$ cat src/rtl/imem_loader.sv
// Boot-time instruction memory loader: receives a framed byte stream (length, payload,
// XOR checksum), packs little-endian words into the memory write port and stalls the core meanwhile.
//
// state    | meaning
// ---------+--------------------------------------------------------------
// S_IDLE   | no load since reset; core runs
// S_LEN_LO | waiting for length byte [7:0]
// S_LEN_HI | waiting for length byte [15:8]; range-checks the length
// S_DATA   | receiving payload bytes, one word write per 4 bytes
// S_CSUM   | waiting for checksum byte
// S_DONE   | image loaded and verified; core released
// S_ERROR  | oversize length or checksum mismatch; core held
module imem_loader #(
   parameter int MEM_BYTES  = 1024,
   parameter int ADDR_WIDTH = 32
) (
   input  logic                  clk,
   input  logic                  rst,
   input  logic                  start,
   input  logic                  in_valid,
   input  logic [7:0]            in_data,
   output logic                  in_ready,
   output logic                  wr_en,
   output logic [ADDR_WIDTH-1:0] wr_addr,
   output logic [31:0]           wr_data,
   output logic                  cpu_stall,
   output logic                  done,
   output logic                  error
);

   typedef enum logic [2:0] {
      S_IDLE,
      S_LEN_LO,
      S_LEN_HI,
      S_DATA,
      S_CSUM,
      S_DONE,
      S_ERROR
   } state_t;

   localparam logic [31:0] MAX_LEN = MEM_BYTES;

   state_t      state;
   state_t      state_nxt;
   logic [7:0]  len_lo;
   logic [15:0] remain;
   logic [15:0] count;
   logic [7:0]  csum;
   logic [31:0] word_buf;

   logic        xfer;
   logic [15:0] len_full;
   logic        len_zero;
   logic        len_too_big;
   logic        last_byte;
   logic [1:0]  lane;
   logic [31:0] word_nxt;

   assign in_ready  = (state == S_LEN_LO) || (state == S_LEN_HI) ||
                      (state == S_DATA)   || (state == S_CSUM);
   assign cpu_stall = in_ready || (state == S_ERROR);
   assign done      = (state == S_DONE);
   assign error     = (state == S_ERROR);

   assign xfer        = in_valid && in_ready;
   assign len_full    = {in_data, len_lo};
   assign len_zero    = (len_full == 16'd0);
   assign len_too_big = ({16'd0, len_full} > MAX_LEN);
   // remain is a down-counter loaded with the length; terminal count 1 marks the final byte
   assign last_byte   = (remain == 16'd1);
   assign lane        = count[1:0];
   assign word_nxt    = word_buf | ({24'd0, in_data} << {lane, 3'b000});

   always_ff @(posedge clk) begin
      if (rst) begin
         state <= S_IDLE;
      end else begin
         state <= state_nxt;
      end
   end

   always_comb begin
      state_nxt = state;
      case (state)
         S_IDLE, S_DONE, S_ERROR: begin
            if (start) state_nxt = S_LEN_LO;
         end
         S_LEN_LO: begin
            if (xfer) state_nxt = S_LEN_HI;
         end
         S_LEN_HI: begin
            if (xfer) begin
               if (len_zero)         state_nxt = S_CSUM;
               else if (len_too_big) state_nxt = S_ERROR;
               else                  state_nxt = S_DATA;
            end
         end
         S_DATA: begin
            if (xfer && last_byte) state_nxt = S_CSUM;
         end
         S_CSUM: begin
            if (xfer) state_nxt = (in_data == csum) ? S_DONE : S_ERROR;
         end
         default: state_nxt = S_IDLE;
      endcase
   end

   always_ff @(posedge clk) begin
      if (rst) begin
         len_lo   <= 8'd0;
         remain   <= 16'd0;
         count    <= 16'd0;
         csum     <= 8'd0;
         word_buf <= 32'd0;
         wr_en    <= 1'b0;
         wr_addr  <= '0;
         wr_data  <= 32'd0;
      end else begin
         wr_en <= 1'b0;
         case (state)
            S_IDLE, S_DONE, S_ERROR: begin
               if (start) begin
                  count    <= 16'd0;
                  csum     <= 8'd0;
                  word_buf <= 32'd0;
               end
            end
            S_LEN_LO: begin
               if (xfer) len_lo <= in_data;
            end
            S_LEN_HI: begin
               if (xfer) remain <= len_full;
            end
            S_DATA: begin
               if (xfer) begin
                  csum   <= csum ^ in_data;
                  count  <= count + 16'd1;
                  remain <= remain - 16'd1;
                  // Emitting clears the buffer, so a short final word is zero-padded
                  if (lane == 2'd3 || last_byte) begin
                     wr_en    <= 1'b1;
                     wr_addr  <= ADDR_WIDTH'({count[15:2], 2'b00});
                     wr_data  <= word_nxt;
                     word_buf <= 32'd0;
                  end else begin
                     word_buf <= word_nxt;
                  end
               end
            end
            default: ;
         endcase
      end
   end

endmodule

$ cat config.mk
export PLATFORM = sky130hd
export DESIGN_NAME = imem_loader
export DESIGN_NICKNAME = d
export VERILOG_FILES = /design/src/rtl/imem_loader.sv
export SDC_FILE = /design/constraint.sdc
export NUM_CORES = 1
export LEC_CHECK = 0
export ABC_CLOCK_PERIOD_IN_PS = 3700
export CORE_MARGIN = 2
export CORE_UTILIZATION = 40
export DETAILED_ROUTE_END_ITERATION = 7
export SLEW_MARGIN = 20
export SYNTH_ARGS = -nofsm -noshare
export SYNTH_HDL_FRONTEND = slang
export SYNTH_SLANG_ARGS = --single-unit
$ cat constraint.sdc
create_clock -name clk -period 3.7 [get_ports clk]
set_clock_uncertainty 0.1 [all_clocks]
set_input_delay 0.555 -clock clk [delete_from_list [all_inputs] [get_ports clk]]
set_output_delay 0.555 -clock clk [all_outputs]
set_load 0.1 [all_outputs]
==> qor.yml <==
outcome: "completed"
critical_path_buf_inv_count: 0
die_w_um: 128
clk_path_buf_depth: 2
p_per_area_nw_per_um2: 648
finalWorstSetupSlack_ns: 0.765
finalSetupViolCount: 0
max_cap_viol_count: 0
internal-power_mw: 3.08
firstDrtPassIters: 5
grt_max_degree: 59
cts_resized: 0
power_frac_clock_pct: 37.5
synth_enable_flop_cells: 0
portBuffers: 62
cp-end-kind: "flop"
synth_top_flop_cell: "dfxtp_1"
ys_seq_elements: 130
start_util_pct: 40.7
ys_seq_area_share_pct: 42.4
min_period_ns: 2.94
post_cts_buffers: 0
async_flop_share_pct: 0
drtAntennaViolNets: 0
final_cell_area_um2: 7390
fin_util_pct: 49.0
pwr-share-comb_pct: 29.5
dpl_worst_slack_ns: 0.761
grt_pass1_vias: 5123
crit_path_top_delay_cell: "a21o_1"
hold_buffers: 0
fp-row-count: 45
slowest_delay_ns: 0.85
gp_congestion: 0.831
min-delay-start: "wr_addr[2]$_SDFFE_PP0P_"
hold_violations: 0
fin_tns_setup_ns: 0
fin_cells: 959
diodes: 0
synth_cell_type_count: 55
cts.sinks: 130
path_cells: "or4_4 -> or3_4 -> o311ai_0 -> a21o_1 -> nor2_1"
clkTransAtPathRegs_ns: 0.06
holdCritPathClass: "flop to flop"
leakage_nw: 2.44
final_cell_mix: "130 x dfxtp_1, 94 x a21oi_1, 76 x nor2_1"
max_freq_mhz: 341
synthCells: 727
power_frac_seq_pct: 33.0
wl_um: 15500
vias_per_cell: 5.59
power_mw: 4.78
hold-worst-slack_ns: 0.362
worstSetupStartpointType: "flop"
tightestPinTransition_ns: 1.02
drtIter0Drc: 348
antenna_found_initial: 0
clkLatencyLatePin_ns: 0.42
coreArea_um2: 15100
reg2reg_from: "remain[7]$_SDFFE_PP0P_"
p_sw_mw: 1.70
post-place-cells: 927
switching_share_pct: 35.6
h-tree-depth: 4
crit_fanout: 32
avgSynthCellArea_um2: 8.44
drc: 0
worst_ep_arrival_time_ns: 3.09
syn_to_final_growth_pct: 20.3
die_area_um2: 16400
place_area_um2: 6750
layout_commonest_cell: "dfxtp_1"
cp.required_ns: 3.86
nets: 773
layout-drive-gt1-share_pct: 10.9
path_delay_family: "compound AO/OA/AOI/OAI gates"
grt_overflow: 0
cp-startpoint: "remain[7]$_SDFFE_PP0P_"
grt_setup_unrepaired: "no"
max_slew_margin_pct: 32.1
post-route-period-util_pct: 79.3
cts_tree: "built"
routedWlPerCell_um: 16.1
grt_usage_pct: 19.5
die_h_um: 128
ios: 81
drv_slew: 0
cts_buffers: 17
criticalPathCategory: "flop to flop"
synth_area_um2: 6140
via_count: 5360
peakVddDrop_mv: 0.394
ys_warn_count: 0
hpwl_um: 9730
grt_pass1_wl_um: 25800
cts_root_buffer: "clkbuf_16"
## flip-flops by register name, summed over array words and instances (netlist names)
register and count:
wr_addr 14, len_lo 8, wr_en 1, state 3
word_buf 32, remain 16, wr_data 32, count 16
csum 8
## power by group through the flow
stage | Sequential (mW) | Clock (mW) | Combinational [mW]
after floorplan | 1.58 | 0 | 1.17
after global placement | 1.60 | 0 | 1.39
after detailed placement | 1.61 | 0 | 1.40
after CTS | 1.58 | 1.82 | 1.40
after global routing | 1.60 | 1.88 | 1.53
final | 1.58 | 1.79 | 1.41
## cell families after synthesis
kind of cell / after synthesis / synth area share (%)
buffers and inverters: 98 / 8.15
flip-flops: 130 / 42.4
XOR/XNOR: 24 / 3.42
AND/OR/NAND/NOR: 219 / 18.5
other: 1 / 0.0611
AO/OA/AOI/OAI: 245 / 25.7
multiplexers: 7 / 1.14
adder cells (fa/ha/maj): 3 / 0.612
## layout make-up
type	instances	area (um2)
inverters	11	41.3
repair buffers	82	768
well taps	188	235
flip-flops and latches	130	2600
fillers	1391	7700
clock inverters	13	183
multi-input cells	516	3100
clock buffers	19	453
## per-layer routing
layer	part of all wire (%)	global-route usage [%]	wire [um]
met4	1.5	5.62	226
met1	47	25.9	7320
met3	5.0	4.84	766
met5	0	0	0
met2	46	31.6	7140
## cell usage after synthesis (15+ instances only)
library cell,n,area [um2]
xnor2_1,15,131
nand4b_1,15,131
buf_4,25,188
nand2_1,41,154
nor2_1,76,285
a31oi_1,35,219
clkbuf_1,53,199
nand2b_1,17,106
o21ai_0,36,180
a21oi_1,94,470
dfxtp_1,130,2600
a211oi_2,15,188
a211oi_1,33,248
## worst min-delay path, cell delays in order, from the launching register on
cell      delay, ns
dfxtp_1        0.30
nand2b_1       0.06
o21ai_1        0.05
## path summary, 6_finish.rpt
path | end | slack [ns] | cells past startpoint
worst min-delay path | wr_addr[2]$_SDFFE_PP0P_ | 0.36 | 2
worst max-delay path | word_buf[27]$_SDFFE_PP0P_ | 0.76 | 5
worst max register to register | word_buf[27]$_SDFFE_PP0P_ | 0.76 | 5
worst min register to register | wr_addr[2]$_SDFFE_PP0P_ | 0.36 | 2
(Power assumes the default switching activity.)
